### src/rtl/fetch_stage.sv
// rtl/fetch_stage.sv - instruction fetch stage with IF/ID register and skid buffer; optional FETCH_HALT_EN halts fetch on opcode 4'hF
module fetch_stage #(
    parameter int PC_W     = 8,
    parameter int INSTR_W  = 16,
    parameter int RESET_PC = 0
) (
    input  logic               clk,
    input  logic               rst_n,
    output logic               imem_req,
    output logic [PC_W-1:0]    imem_addr,
    input  logic               imem_gnt,
    input  logic               imem_rvalid,
    input  logic [INSTR_W-1:0] imem_rdata,
    input  logic               stall,
    input  logic               redirect_valid,
    input  logic [PC_W-1:0]    redirect_pc,
    output logic               if_valid,
    output logic [INSTR_W-1:0] if_instr,
    output logic [PC_W-1:0]    if_pc,
    output logic [3:0]         if_opcode
);

    localparam logic [1:0] ST_IDLE = 2'd0;
    localparam logic [1:0] ST_REQ  = 2'd1;
    localparam logic [1:0] ST_WAIT = 2'd2;

    localparam logic [PC_W-1:0] RESET_PC_V = PC_W'(RESET_PC);

    logic [1:0]         state_q, state_d;
    logic [PC_W-1:0]    pc_q, pc_d;
    logic [PC_W-1:0]    req_pc_q, req_pc_d;
    logic               drop_q, drop_d;
    logic               if_valid_q, if_valid_d;
    logic [INSTR_W-1:0] if_instr_q, if_instr_d;
    logic [PC_W-1:0]    if_pc_q, if_pc_d;
    logic               skid_valid_q, skid_valid_d;
    logic [INSTR_W-1:0] skid_instr_q, skid_instr_d;
    logic [PC_W-1:0]    skid_pc_q, skid_pc_d;
    logic               halted;

    logic               req_allowed;
    logic               accept;
    logic               consume;

    // A request is only presented in REQ when the skid is empty and fetch is not halted
    always_comb begin
        req_allowed = (state_q == ST_REQ) && !skid_valid_q && !halted;
        // A response is usable only in WAIT, when it is not being flushed
        accept      = (state_q == ST_WAIT) && imem_rvalid && !drop_q && !redirect_valid;
        consume     = if_valid_q && !stall;
    end

    assign imem_req  = req_allowed;
    assign imem_addr = req_allowed ? pc_q : '0;
    assign if_valid  = if_valid_q;
    assign if_instr  = if_instr_q;
    assign if_pc     = if_pc_q;
    assign if_opcode = if_instr_q[INSTR_W-1 -: 4];

    // Next-state for FSM, PC, drop flag, output register and skid buffer
    always_comb begin
        state_d      = state_q;
        pc_d         = pc_q;
        req_pc_d     = req_pc_q;
        drop_d       = drop_q;
        if_valid_d   = if_valid_q;
        if_instr_d   = if_instr_q;
        if_pc_d      = if_pc_q;
        skid_valid_d = skid_valid_q;
        skid_instr_d = skid_instr_q;
        skid_pc_d    = skid_pc_q;

        if (redirect_valid) begin
            // Redirect flushes everything younger and overrides stall
            pc_d         = redirect_pc;
            if_valid_d   = 1'b0;
            skid_valid_d = 1'b0;
            case (state_q)
                ST_IDLE: state_d = ST_REQ;
                ST_REQ: begin
                    if (req_allowed && imem_gnt) begin
                        state_d = ST_WAIT;
                        drop_d  = 1'b1;
                    end
                end
                ST_WAIT: begin
                    if (imem_rvalid) begin
                        state_d = ST_REQ;
                        drop_d  = 1'b0;
                    end else begin
                        drop_d  = 1'b1;
                    end
                end
                default: state_d = ST_IDLE;
            endcase
        end else begin
            case (state_q)
                ST_IDLE: state_d = ST_REQ;
                ST_REQ: begin
                    if (req_allowed && imem_gnt) begin
                        req_pc_d = pc_q;
                        pc_d     = pc_q + PC_W'(1);
                        state_d  = ST_WAIT;
                    end
                end
                ST_WAIT: begin
                    if (imem_rvalid) begin
                        state_d = ST_REQ;
                        drop_d  = 1'b0;
                    end
                end
                default: state_d = ST_IDLE;
            endcase

            if (consume) begin
                // Refill after a transfer: skid first, then a same-cycle response
                if (skid_valid_q) begin
                    if_instr_d   = skid_instr_q;
                    if_pc_d      = skid_pc_q;
                    skid_valid_d = 1'b0;
                end else if (accept) begin
                    if_instr_d   = imem_rdata;
                    if_pc_d      = req_pc_q;
                end else begin
                    if_valid_d   = 1'b0;
                end
            end else if (!if_valid_q) begin
                if (accept) begin
                    if_valid_d = 1'b1;
                    if_instr_d = imem_rdata;
                    if_pc_d    = req_pc_q;
                end
            end else if (accept) begin
                // Output held by stall: park the response in the skid
                skid_valid_d = 1'b1;
                skid_instr_d = imem_rdata;
                skid_pc_d    = req_pc_q;
            end
        end
    end

    // State registers with asynchronous reset
    always_ff @(posedge clk or negedge rst_n) begin
        if (!rst_n) begin
            state_q      <= ST_IDLE;
            pc_q         <= RESET_PC_V;
            req_pc_q     <= '0;
            drop_q       <= 1'b0;
            if_valid_q   <= 1'b0;
            if_instr_q   <= '0;
            if_pc_q      <= '0;
            skid_valid_q <= 1'b0;
            skid_instr_q <= '0;
            skid_pc_q    <= '0;
        end else begin
            state_q      <= state_d;
            pc_q         <= pc_d;
            req_pc_q     <= req_pc_d;
            drop_q       <= drop_d;
            if_valid_q   <= if_valid_d;
            if_instr_q   <= if_instr_d;
            if_pc_q      <= if_pc_d;
            skid_valid_q <= skid_valid_d;
            skid_instr_q <= skid_instr_d;
            skid_pc_q    <= skid_pc_d;
        end
    end

`ifdef FETCH_HALT_EN
    logic halted_q, halted_d;

    // Halt once a 4'hF opcode is newly loaded into the output register; redirect resumes
    always_comb begin
        halted_d = halted_q;
        if (redirect_valid) begin
            halted_d = 1'b0;
        end else if (if_valid_d && !(if_valid_q && stall) &&
                     (if_instr_d[INSTR_W-1 -: 4] == 4'hF)) begin
            halted_d = 1'b1;
        end
    end

    // Halted flag register
    always_ff @(posedge clk or negedge rst_n) begin
        if (!rst_n) begin
            halted_q <= 1'b0;
        end else begin
            halted_q <= halted_d;
        end
    end

    assign halted = halted_q;
`else
    assign halted = 1'b0;
`endif

endmodule

### config.mk
export PLATFORM = sky130hd
export DESIGN_NAME = fetch_stage
export DESIGN_NICKNAME = d
export VERILOG_FILES = /design/src/rtl/fetch_stage.sv
export SDC_FILE = /design/constraint.sdc
export NUM_CORES = 1
export LEC_CHECK = 0
export ABC_AREA = 1
export CORE_MARGIN = 10
export CORE_UTILIZATION = 52
export CTS_CLUSTER_SIZE = 14
export DETAILED_ROUTE_END_ITERATION = 8
export HOLD_SLACK_MARGIN = 0.15
export PLACE_DENSITY = 0.85
export SLEW_MARGIN = 20
export SYNTH_ARGS = -nofsm -noshare
export SYNTH_HDL_FRONTEND = slang
export SYNTH_SLANG_ARGS = --single-unit
### constraint.sdc
create_clock -name clk -period 1.7 [get_ports clk]
set_input_delay 0.34 -clock clk [delete_from_list [all_inputs] [get_ports clk]]
set_output_delay 0.34 -clock clk [all_outputs]
set_load 0.01 [all_outputs]
==> tab_implementation.tex <==
\begin{tabular}{lr}
\hline
Metric & Value \\
\hline
\multicolumn{2}{l}{\textbf{Clock tree}} \\
\quad Number of clock sinks & 69 \\
\quad Clock-pin transition on the worst setup and hold timing paths & 0.07 ns \\
\quad Clock latency on the worst-skew pair & 0.34 ns \\
\quad Clock tree from TritonCTS & done \\
\quad Htree depth & 3 \\
\quad Clock tree root driver cell & sky130\_fd\_sc\_hd\_\_clkbuf\_8 \\
\quad Total CTS buffers & 9 \\
\quad Maximum number of buffers from clock root to sink & 2 \\
\multicolumn{2}{l}{\textbf{Floorplanning}} \\
\quad Width of the chip & 103 um \\
\quad Number of standard-cell rows in the floorplan & 30 \\
\quad DIE HEIGHT & 103 um \\
\quad Top-level I/O count & 68 \\
\quad Total die area & 0.0106 mm\^{}2 \\
\quad Starting Density & 53.1\% \\
\quad Placeable core area & 0.00672 mm\^{}2 \\
\multicolumn{2}{l}{\textbf{Finish}} \\
\quad Area growth from synthesis to layout & 30.8\% \\
\quad Post-route design area & 0.00467 mm\^{}2 \\
\quad Final net count & 542 \\
\quad Fraction of layout instances using a drive strength above 1 & 19.0\% \\
\quad Post-layout instance count excluding filler cells & 590 \\
\quad Combined area of the multi-input logic cells & 0.00152 mm\^{}2 \\
\quad \# fillers & 534 \\
\quad Area occupied by registers & 0.00173 mm\^{}2 \\
\quad Antenna diode count & 0 \\
\multicolumn{2}{l}{\textbf{Routing}} \\
\quad Antenna viol nets, final & 0 \\
\quad DRT Pass-1 Iters & 5 \\
\quad Number of DRC violations after detailed routing & 0 \\
\quad DRT Wirelength & 8430 um \\
\quad Mean number of vias per cell & 5.34 \\
\quad Detailed Route Iter0 Violations & 178 \\
\quad Routed wire length per instance & 14.3 um \\
\quad Total vias in the final route & 3151 \\
\multicolumn{2}{l}{\textbf{Placed design}} \\
\quad Area of placed instances & 0.00443 mm\^{}2 \\
\quad Pre-CTS setup slack & -0.101 ns \\
\quad Number of buffers added on ports & 67 \\
\quad Number of cells after detailed placement & 573 \\
\quad Placer Congestion & 0.860 \\
\quad Detail Placement HPWL & 5850 um \\
\multicolumn{2}{l}{\textbf{Timing}} \\
\quad Final number of hold-violating endpoints & 0 \\
\quad Post-route clock period utilization & 97.4\% \\
\quad Final Worst Setup Slack & 0.0450 ns \\
\quad Number of setup violations in the final report & 0 \\
\quad Highest achievable clock rate & 604 MHz \\
\quad Fin crit period & 1.65 ns \\
\quad Worst Max-Slew Pin Slew & 0.370 ns \\
\quad Layout Skew & 0.00854 ns \\
\quad Slew margin rel. & 75.3\% \\
\quad Worst Hold Slack & 0.478 ns \\
\quad Max-slew violation total from the final report & 0 \\
\multicolumn{2}{l}{\textbf{Synth}} \\
\quad Sequential fraction of the synthesis area & 48.4\% \\
\quad Cells after synthesis & 430 \\
\quad Post-Synthesis Cell Area & 0.00357 mm\^{}2 \\
\quad Most common flop cell mapped by yosys & sky130\_fd\_sc\_hd\_\_dfrtp\_1 \\
\quad Yosys warning total & 0 \\
\quad Number of library cell types mapped by synthesis & 30 \\
\quad Mean post-synth cell area & 8.30 um\^{}2 \\
\quad Biggest area contributors in the synthesized netlist & sky130\_fd\_sc\_hd\_\_dfrtp\_1, sky130\_fd\_sc\_hd\_\_nand2\_1, sky130\_fd\_sc\_hd\_\_a21oi\_1 \\
\quad Proportion of synthesized flip-flops having asynchronous set or reset & 100\% \\
\quad Total of flip-flops plus latches after synthesis & 69 \\
\quad EDFF count, synth & 0 \\
\quad Area share of the largest cell type after synthesis & 48.4\% \\
\quad Net count after synthesis & 466 \\
\quad Cell type with the largest total area after synthesis & sky130\_fd\_sc\_hd\_\_dfrtp\_1 \\
\multicolumn{2}{l}{\textbf{Global route}} \\
\quad Global-route wire length before repair & 14100 um \\
\quad Initial antenna violation count & 0 \\
\quad Number of global-route vias before repair & 3174 \\
\quad Total global-route track usage & 16.4\% \\
\quad Pin count of the biggest net entering global routing & 70 \\
\quad Total grt overflow & 0 \\
\multicolumn{2}{l}{\textbf{Worst setup path}} \\
\quad Worst endpoint data arrival time & 1.31 ns \\
\quad Number of cells on the worst reg-to-reg path & 9 \\
\quad CP startpoint kind & register \\
\quad Crit path required time & 1.36 ns \\
\quad Critical Setup Path Class & reg -> out \\
\quad CP endpoint kind & output pin \\
\quad Largest fanout of any net on the critical path & 9 \\
\multicolumn{2}{l}{\textbf{Hold path}} \\
\quad Hold depth & 2 \\
\quad Class of the worst hold path & reg -> reg \\
\multicolumn{2}{l}{\textbf{Status}} \\
\quad Run status & finished clean \\
\multicolumn{2}{l}{\textbf{Power and ir drop}} \\
\quad Worst-case vdd ir drop & 756 uV \\
\quad Pwr dens & 1370 mW/mm\^{}2 \\
\quad Total power & 6.40 mW \\
\quad Leakage power of the design & 2.27 nW \\
\multicolumn{2}{l}{\textbf{Flow run}} \\
\quad Max-cap viol count & 0 \\
\hline
\end{tabular}
through the flow:
| step | utilization [%] | TNS [ns] |
|---|---|---|
| 4_1_cts | 68.9 | 0 |
| 3_3_place_gp | 66.0 | -0.607 |
| 6_report | 69.5 | 0 |
| 3_5_place_dp | 66.0 | -1.90 |
| 5_1_grt | 69.5 | -0.0190 |
| 2_1_floorplan | - | 0 |
final timing paths:
check / slack (ns) / end / startpoint
max reg2reg: 0.14 / skid_instr_q[4] / state_q[0]
max in group asynchronous: 0.84 / if_valid / rst_n
min in group asynchronous: 0.53 / if_instr[8] / rst_n
min reg2reg: 0.48 / skid_pc_q[1] / skid_pc_q[1]
max: 0.05 / imem_addr[3] / state_q[0]
min: 0.48 / skid_pc_q[1] / skid_pc_q[1]
kinds of logic after synthesis:
group | count (synthesis) | share of synthesized area, %
simple gates | 183 | 24.5
compound gates | 95 | 14.1
buf+inv | 75 | 10.4
flops | 69 | 48.4
fa+ha+maj | 6 | 2.10
xor+xnor | 2 | 0.491
power by group:
part | leakage, nW | internal, mW | switching [mW]
clock | 0.101 | 0.817 | 0.618
combinational | 1.31 | 1.25 | 1.25
sequential | 0.853 | 2.14 | 0.320
layer usage:
metal	GRT usage (%)	part of all wire (%)	vias up
li1	-	-	1560
met1	18.5	44	1485
met2	28.9	49	96
met3	3.95	5.8	10
met4	7.38	0.87	0
met5	0	0	-
placed cells by master (no fill, tap or decap), drive strengths merged:
master          n
or2            24
nand3          14
o22ai           2
nand4          26
a21oi          53
nor3            3
o21bai          1
clkbuf          9
dfrtp          69
clkdlybuf4s50  56
clkinv          2
inv            46
buf            36
a31oi           1
nand2          87
dlygate4sd3     1
xor2            2
nor2           27
o21ai          37
ha              6
clkinvlp        2
nand3b          2
bufinv          2
o31ai           1
dlymetal6s2s    1
cells in the mapped netlist, types with 3 or more instances:
cell,instances
sky130_fd_sc_hd__a21oi_1,53
sky130_fd_sc_hd__buf_2,11
sky130_fd_sc_hd__buf_4,6
sky130_fd_sc_hd__buf_6,7
sky130_fd_sc_hd__clkbuf_1,3
sky130_fd_sc_hd__dfrtp_1,69
sky130_fd_sc_hd__ha_1,6
sky130_fd_sc_hd__inv_1,43
sky130_fd_sc_hd__inv_2,3
sky130_fd_sc_hd__nand2_1,84
sky130_fd_sc_hd__nand2_2,3
sky130_fd_sc_hd__nand3_1,13
sky130_fd_sc_hd__nand4_1,26
sky130_fd_sc_hd__nor2_1,25
sky130_fd_sc_hd__o21ai_0,21
sky130_fd_sc_hd__o21ai_1,11
sky130_fd_sc_hd__o21ai_2,5
sky130_fd_sc_hd__or2_2,24
state kept, by name (all words and copies together), names as in the netlist:
signal        flops
skid_instr_q     16
drop_q            1
skid_valid_q      1
state_q           2
pc_q              8
skid_pc_q         8
if_valid          1
req_pc_q          8
if_instr         16
if_pc             8
timing repair:
item,CTS,global route
hold endpoints to repair,69,0
buffers inserted,0,1
hold buffers,1,0
pin swaps,0,1
endpoints found under the setup margin,10,47
resized for setup,42,6
cell type report:
| class | instances | area share, % |
|---|---|---|
| well taps | 80 | 2.14 |
| flip-flops and latches | 69 | 37.0 |
| repair buffers | 94 | 20.0 |
| clock inverters | 6 | 1.90 |
| clock buffers | 9 | 2.65 |
| inverters | 46 | 3.70 |
| multi-input cells | 286 | 32.6 |
critical path, stage by stage, from the launching register on:
cell and delay (ns):
sky130_fd_sc_hd__dfrtp_1 0.38, sky130_fd_sc_hd__buf_4 0.15, sky130_fd_sc_hd__ha_4 0.18, sky130_fd_sc_hd__nand2_8 0.10, sky130_fd_sc_hd__nor2_1 0.04, sky130_fd_sc_hd__buf_2 0.14
No activity file was read; power rests on OpenSTA's default activity.
